File: src/rtl/demux_credit_sched_pkg.sv
// demux_credit_sched_pkg: shared state encoding and default sizing for the demux credit scheduler.
package demux_credit_sched_pkg;
    typedef enum logic [1:0] {INIT, RUN, FLUSH} state_t;
    localparam int CREDITS_DEFAULT = 4;
    localparam int DATA_W_DEFAULT = 4;
endpackage

File: src/rtl/demux_credit_sched_credit_counter.sv
// credit_counter: per-port downstream credit count with saturating return and sticky overflow.
module credit_counter
    import demux_credit_sched_pkg::*;
#(
    parameter int CREDITS = CREDITS_DEFAULT,
    parameter int CNT_W = 3
) (
    input  logic             clk,
    input  logic             reset,
    input  logic             dec,
    input  logic             inc,
    output logic [CNT_W-1:0] count,
    output logic             nonzero,
    output logic             overflow
);
    localparam logic [CNT_W-1:0] FULL = CNT_W'(CREDITS);

    always_ff @(posedge clk or posedge reset) begin
        if (reset) begin
            count <= FULL;
            overflow <= 1'b0;
        end else if (inc && !dec) begin
            if (count == FULL) overflow <= 1'b1;
            else count <= count + 1'b1;
        end else if (dec && !inc) begin
            count <= count - 1'b1;
        end
    end

    assign nonzero = count != '0;
endmodule

File: src/rtl/demux_credit_sched.sv
// demux_credit_sched: credit-aware port scheduler driving registered select/valid/data into a 1:2 demux.
module demux_credit_sched
    import demux_credit_sched_pkg::*;
#(
    parameter int DATA_W = DATA_W_DEFAULT,
    parameter int CREDITS = CREDITS_DEFAULT,
    parameter int CNT_W = 3
) (
    input  logic              clk,
    input  logic              reset,
    input  logic              valid_in,
    input  logic [DATA_W-1:0] data_in,
    output logic              ready_out,
    input  logic              mode,
    input  logic              flush,
    input  logic              credit_ret0,
    input  logic              credit_ret1,
    output logic              selector,
    output logic              valid_out,
    output logic [DATA_W-1:0] data_out,
    output logic [CNT_W-1:0]  credits0,
    output logic [CNT_W-1:0]  credits1,
    output logic              busy,
    output logic              err
);
    state_t state;
    logic last, pick, avail, accept, nz0, nz1, ovf0, ovf1;

    // Round-robin prefers !last and falls back to last; steering follows the data MSB.
    always_comb begin
        pick = mode ? data_in[DATA_W-1] : ((last ? nz0 : nz1) ? !last : last);
        avail = mode ? (pick ? nz1 : nz0) : (nz0 | nz1);
    end

    assign ready_out = (state == RUN) && avail;
    assign accept = valid_in && ready_out;
    assign busy = state != RUN;
    assign err = ovf0 | ovf1;

    credit_counter #(.CREDITS(CREDITS), .CNT_W(CNT_W)) u_cc0 (
        .clk(clk), .reset(reset), .dec(accept && !pick), .inc(credit_ret0),
        .count(credits0), .nonzero(nz0), .overflow(ovf0)
    );

    credit_counter #(.CREDITS(CREDITS), .CNT_W(CNT_W)) u_cc1 (
        .clk(clk), .reset(reset), .dec(accept && pick), .inc(credit_ret1),
        .count(credits1), .nonzero(nz1), .overflow(ovf1)
    );

    always_ff @(posedge clk or posedge reset) begin
        if (reset) begin
            state <= INIT;
            last <= 1'b1;
            selector <= 1'b0;
            valid_out <= 1'b0;
            data_out <= '0;
        end else begin
            valid_out <= accept;
            if (accept) begin
                selector <= pick;
                data_out <= data_in;
                last <= pick;
            end
            case (state)
                INIT: state <= RUN;
                RUN: if (flush) state <= FLUSH;
                FLUSH: if (!flush && credits0 == CNT_W'(CREDITS) && credits1 == CNT_W'(CREDITS)) state <= RUN;
                default: state <= INIT;
            endcase
        end
    end
endmodule

File: config.mk
export PLATFORM = sky130hd
export DESIGN_NAME = demux_credit_sched
export DESIGN_NICKNAME = d
export VERILOG_FILES = /design/src/rtl/demux_credit_sched_pkg.sv /design/src/rtl/demux_credit_sched_credit_counter.sv /design/src/rtl/demux_credit_sched.sv
export SDC_FILE = /design/constraint.sdc
export NUM_CORES = 1
export LEC_CHECK = 0
export CORE_MARGIN = 5
export CORE_UTILIZATION = 50
export CTS_CLUSTER_SIZE = 28
export DETAILED_ROUTE_END_ITERATION = 10
export MAX_ROUTING_LAYER = met4
export PLACE_DENSITY = 0.88
export SKIP_LAST_GASP = 1
export SLEW_MARGIN = 40
export SYNTH_ARGS = -nofsm -noshare
export SYNTH_HDL_FRONTEND = slang
export SYNTH_SLANG_ARGS = --single-unit
File: constraint.sdc
create_clock -name clk -period 3.9 [get_ports clk]
set_input_delay 1.17 -clock clk [delete_from_list [all_inputs] [get_ports clk]]
set_output_delay 1.17 -clock clk [all_outputs]
set_load 0.05 [all_outputs]
==> results of run 1 <==
==> path summary, 6_finish.rpt <==
kind / start / end / slack [ns]
hold reg to reg: data_out[3]$_DFFE_PP0N_ / data_out[3]$_DFFE_PP0N_ / 0.48
setup reg to reg: u_cc1.count[0]$_DFFE_PP0P_ / u_cc1.count[2]$_DFFE_PP1P_ / 1.17
max in group asynchronous: reset / selector$_DFFE_PP0N_ / 2.21
setup / recovery: data_in[3] / ready_out / 0.30
hold / removal: data_out[3]$_DFFE_PP0N_ / data_out[3]$_DFFE_PP0N_ / 0.48
min in group asynchronous: reset / u_cc0.count[1]$_DFFE_PP0P_ / 1.27
==> layout make-up <==
cell class / count / area share, %
sequential: 17 / 34.06
timing repair buffer: 26 / 21.25
clock buffer: 4 / 2.085
inverter: 6 / 1.787
multi-input combinational: 72 / 38.33
tap: 25 / 2.483
==> synth_stat cells, types with 2 or more instances <==
library cell,instances,share of area [%]
nand2_1,27,11
dfrtp_1,14,37
inv_1,6,2.4
dfstp_2,3,8.4
mux2_2,3,3.6
mux2i_1,3,3.2
nor2_1,3,1.2
nor3_1,3,1.6
a22oi_1,2,1.6
fa_1,2,4.3
nand3_1,2,1.1
nor4_1,2,1.3
o21bai_1,2,1.6
or2_2,2,1.3
xor2_1,2,1.9
==> per-stage QoR <==
step	total power, W	std cells
global route	0.001246	150
CTS	0.001172	150
detailed placement	0.001080	146
global placement	0.001066	146
floorplan	0.0008425	96
finish	0.001165	150
==> worst max-delay path, stage by stage <==
cell             delay [ns]
clkdlybuf4s50_1        0.45
nor4b_1                0.16
o21ai_1                0.19
nand2_1                0.09
nor2_1                 0.19
buf_12                 0.17
==> registers in the layout (all words and copies together) (netlist names) <==
name            flops
state               2
u_cc1.count         3
u_cc0.overflow      1
last                1
data_out            4
selector            1
u_cc1.overflow      1
u_cc0.count         3
valid_out           1
==> cells by family after synthesis <==
kind of cell	count (synthesis)	share of synthesized area [%]
compound gates	14	13.31
xor+xnor	2	1.865
fa+ha+maj	2	4.261
buf+inv	7	2.929
flops	17	45.67
mux	7	7.989
simple gates	47	23.97
==> power breakdown <==
group          internal (W)  total [W]  switching, W  leakage [nW]
registers          0.000267   0.000351     0.0000839         0.196
clock network     0.0000397  0.0000912     0.0000516        0.0150
logic              0.000277   0.000723      0.000446         0.356
==> layer usage <==
layer,wire (um),vias to the layer above
met5,0,-
met4,21,0
met3,108,4
met2,943,22
met1,884,386
li1,-,390
==> results_dict.tcl, run 1 <==
set metrics [dict create \
    ant_nets 0 \
    grt_start_max_net_pins 18 \
    met1_usage_pct 19.54 \
    met3_usage_pct 3.662 \
    number_of_fill_cells_in_the_layout 144 \
    top_usage_layer "met2" \
    die_w_um 53.35 \
    multi_input_area_sq_um 483.0 \
    syn_area_per_cell_sq_um 9.788 \
    timing.hold.worst.class "register to register" \
    asyncSetResetFlopFracSynth_pct 100.0 \
    smallest_setup_slack_after_layout_ns 0.2992 \
    routabilityCongestion 0.7460 \
    layout_commonest_cell "nand2_1" \
    period_share_pct 92.33 \
    firstDrtPassIters 4 \
    final-hold-violation-count 0 \
    postCtsHoldBufs 0 \
    grt_pass1_wl_um 3305 \
    chipHeight_um 53.35 \
    via_per_inst 5.347 \
    tightest_slew_ns 0.6547 \
    initial_core_util_pct 53.26 \
    drc_viols 0 \
    globalRoute.totalOverflow 0 \
    post_synth_inst_count 96 \
    wl_per_cell_um 13.05 \
    grt_setup_unrepaired "no" \
    floorplan.rows 15 \
    critical_path_launch_point_type "primary input" \
    report.final.setup_viol 0 \
    dr_total_vias 802 \
    timing.slew.headroom_pct 56.30 \
    fin_area_sq_mm 0.001260 \
    dp_hpwl_um 1532 \
    portBuffers 25 \
    tritoncts_clock_tree "yes" \
    cp.arrival_ns 2.43 \
    syn_area_sq_um 939.7 \
    achievable-frequency_mhz 277.7 \
    initialDrtViolationCount 6 \
    synth-seq-cells 17 \
    core_area_sq_mm 0.001764 \
    timing_max_transition_violations_final 0 \
    ctsRootBufferMaster "clkbuf_4" \
    dieArea_sq_mm 0.002846 \
    count_of_flip_flops_with_a_built_in_enable_after_synthesis 0 \
    layout.cells.most_common_list "27 x nand2_1, 24 x clkdlybuf4s50_1, 14 x dfrtp_1" \
    leakage_nw 0.5678 \
    synth_ff_type "dfrtp_1" \
    power-per-cell-area_mw_per_mm2 924.3 \
    detail_route.wirelength_um 1957 \
    boundaryPins 26 \
    tritoncts_num_sinks 17 \
    num-nets-final 139 \
    worst_r2r_path_depth 7 \
    finalClockSkew_ns 0.004078 \
    final.min_clock_period_ns 3.601 \
    number_of_global_route_vias_before_repair 803 \
    finalSetupTns_ns 0 \
    drive_above_1_share_pct 15.20 \
    ff_latch_area_sq_um 429.2 \
    holdPathStages 2 \
    run_status "complete, no violations" \
    fin_hold_ws_ns 0.4785 \
    tritoncts.num_buffers 3 \
    antenna-diode-count 0 \
    synth_nets 109 \
    dp_slack_ns 0.2155 \
    insertion_delay_ns 0.28 \
    antenna_found_initial 0 \
    maxCapViolCount 0 \
    cts.clk_slew.worst_paths_ns 0.09 \
    cts.repair.resized 0 \
    vdd.ir_drop.worst_mv 0.5367 \
    yosysWarnings 0 \
    synth_cell_types 35 \
    ctsLongestPathBuffers 2 \
    path_class "primary input to primary output" \
    areaGrowthSynthToFinish_pct 34.09 \
    crit_required_ns 2.73 \
    final_core_area_utilization_pct 71.42 \
    gr-usage-all-layers_pct 16.26 \
    post-cts-setup-buffer-count 0 \
    worstPathMaxFanout 4 \
    critical_path_capture_point_type "primary output" \
    postPlaceCellArea_sq_mm 0.001234 \
    clock_tree.htree_level_count 1 \
    synth-seq-area-share_pct 45.67 \
    global_route_met2_usage_pct 26.94 \
]
Power figures use the tool's default switching activity.
==> run 2, diff against run 1 <==
--- a/config.mk
+++ b/config.mk
@@ -9,6 +9,7 @@
 export CORE_UTILIZATION = 50
 export CTS_CLUSTER_SIZE = 28
 export DETAILED_ROUTE_END_ITERATION = 10
+export GPL_TIMING_DRIVEN = 0
 export MAX_ROUTING_LAYER = met4
 export PLACE_DENSITY = 0.88
 export SKIP_LAST_GASP = 1
==> run 2 against run 1 <==
Via count fell by 3.2%. Clock skew fell by 0.0019 ns. Count of clock-buffer cells in the layout did not move. Sequential power barely moved. Final cell count fell by 0.67%. Critical path depth did not move. Highest routed layer unchanged.
==> results_dict.tcl, run 2 (synthesis results as in run 1) <==
set metrics [dict create \
    fin_hold_ws_ns 0.4774 \
    leakage_nw 0.5616 \
    reg2reg_from "u_cc1.count[0]$_DFFE_PP0P_" \
    fin_cells 149 \
    cts.repair.resized 4 \
    dp_hpwl_um 1457 \
    cts.clk_slew.worst_paths_ns 0.10 \
    holdPathStages 1 \
    ff_latch_area_sq_um 429.2 \
    grt_pass1_wl_um 3470 \
    critical_path_launch_point_type "primary input" \
    floorplan.rows 15 \
    post-cts-setup-buffer-count 0 \
    gr-usage-all-layers_pct 17.45 \
    firstDrtPassIters 4 \
    timing.hold.worst.class "register to register" \
    insertion_delay_ns 0.29 \
    dieArea_sq_mm 0.002846 \
    final_core_area_utilization_pct 70.78 \
    path_class "primary input to primary output" \
    initial_core_util_pct 53.26 \
    core_area_sq_mm 0.001764 \
    wl_per_cell_um 12.71 \
    timing_max_transition_violations_final 0 \
    drc_viols 0 \
    postCtsHoldBufs 0 \
    run_status "complete, no violations" \
    timing.slew.headroom_pct 57.27 \
    initialDrtViolationCount 8 \
    via_per_inst 5.208 \
    vdd.ir_drop.worst_mv 0.7007 \
    dp_slack_ns -0.4946 \
    maxCapViolCount 0 \
    smallest_setup_slack_after_layout_ns 0.1448 \
    antenna_found_initial 0 \
    report.final.setup_viol 0 \
    final.min_clock_period_ns 3.755 \
    portBuffers 24 \
    worst_r2r_path_depth 7 \
    boundaryPins 26 \
    worstPathMaxFanout 4 \
    tritoncts_clock_tree "yes" \
    critical_path_capture_point_type "primary output" \
    registers.top_by_ff_count "data_out" \
    delay_heaviest_family_cp "buffers and inverters" \
    hold_path_startpoint "u_cc0.overflow$_DFFE_PP0P_" \
    largest_register_ffs 4 \
    critical_path_buffer_and_inverter_count 2 \
    final-hold-violation-count 0 \
    number_of_fill_cells_in_the_layout 162 \
    worst_path_largest_cell_delay_ns 0.50 \
    cp.depth 6 \
    power-per-cell-area_mw_per_mm2 916.1 \
    largest_registers "data_out (4), u_cc0.count (3), u_cc1.count (3)" \
    finalClockSkew_ns 0.002158 \
    cp_slowest_cell "clkdlybuf4s50_1" \
    dr_total_vias 776 \
    period_share_pct 96.29 \
    worstHoldEndpoint "u_cc0.overflow$_DFFE_PP0P_" \
    globalRoute.totalOverflow 0 \
    tritoncts.num_buffers 3 \
    worst_r2r_endpoint "u_cc1.count[2]$_DFFE_PP1P_" \
    num-nets-final 138 \
    grt_start_max_net_pins 18 \
    cp.arrival_ns 2.59 \
    crit_required_ns 2.73 \
    reg2reg_slack_ns 1.21 \
    multi_input_area_sq_um 499.2 \
    detail_route.wirelength_um 1894 \
    ctsLongestPathBuffers 2 \
    tritoncts_num_sinks 17 \
    ant_nets 0 \
    number_of_global_route_vias_before_repair 807 \
    chipHeight_um 53.35 \
    cp_cell_sequence "clkdlybuf4s50_1, nor4b_2, o21ai_2, nand2_1, nor2_1, buf_2" \
    grt_setup_unrepaired "no" \
    layout.cells.most_common_list "27 x nand2_1, 23 x clkdlybuf4s50_1, 14 x dfrtp_1" \
    antenna-diode-count 0 \
    layout_commonest_cell "nand2_1" \
    drive_above_1_share_pct 17.74 \
    areaGrowthSynthToFinish_pct 32.89 \
    tightest_slew_ns 0.6402 \
    place_inst 145 \
    clock_tree.htree_level_count 1 \
    die_w_um 53.35 \
    sum_of_internal_switching_and_leakage_power_w 0.001144 \
    achievable-frequency_mhz 266.3 \
    ctsRootBufferMaster "clkbuf_4" \
    routabilityCongestion 0.7621 \
]
[run 2: worst register-to-register path: cells and delay by family (launching register included)]
kind | cells | cell delay [ns]
AOI/OAI and AO/OA | 4 | 1.14
and+or+nand+nor | 2 | 0.56
DFF | 1 | 0.47
adders and majority gates | 1 | 0.44
[run 2: worst max path at each step]
stage	from	endpoint	slack, ns
global route	data_in[3]	ready_out	0.03
CTS	data_in[3]	ready_out	0.04
global placement	data_in[3]	ready_out	-0.46
detailed placement	data_in[3]	ready_out	-0.49
finish	data_in[3]	ready_out	0.14
floorplan	data_in[3]	ready_out	0.35
[run 2: cell type report]
cell class                 count  share of cell area (%)
sequential                    17                   34.37
clock buffer                   4                   2.104
inverter                       6                   1.804
tap                           25                   2.505
multi-input combinational     72                   39.98
buffer                         1                  0.4008
timing repair buffer          24                   18.84
[run 2: power by group]
group          internal, W  switching [W]  leakage, nW  total (W)
combinational     0.000256       0.000440        0.350   0.000696
clock            0.0000398      0.0000554       0.0150  0.0000952
sequential        0.000267      0.0000860        0.196   0.000353
total             0.000562       0.000582        0.562    0.00114
[run 2: routing by layer]
layer | part of all wire, % | track usage, % | vias to the layer above
met5 | 0 | - | -
met4 | 1.7 | 8.936 | 0
met3 | 5.6 | 2.817 | 4
met2 | 47 | 27.76 | 24
met1 | 46 | 21.23 | 357
li1 | - | - | 391
[run 2: per-stage QoR]
stage,setup TNS [ns],area (sq um)
floorplan,0,939.7
global placement,-0.4642,1211
detailed placement,-0.4946,1211
CTS,0,1242
global route,0,1249
finish,0,1249
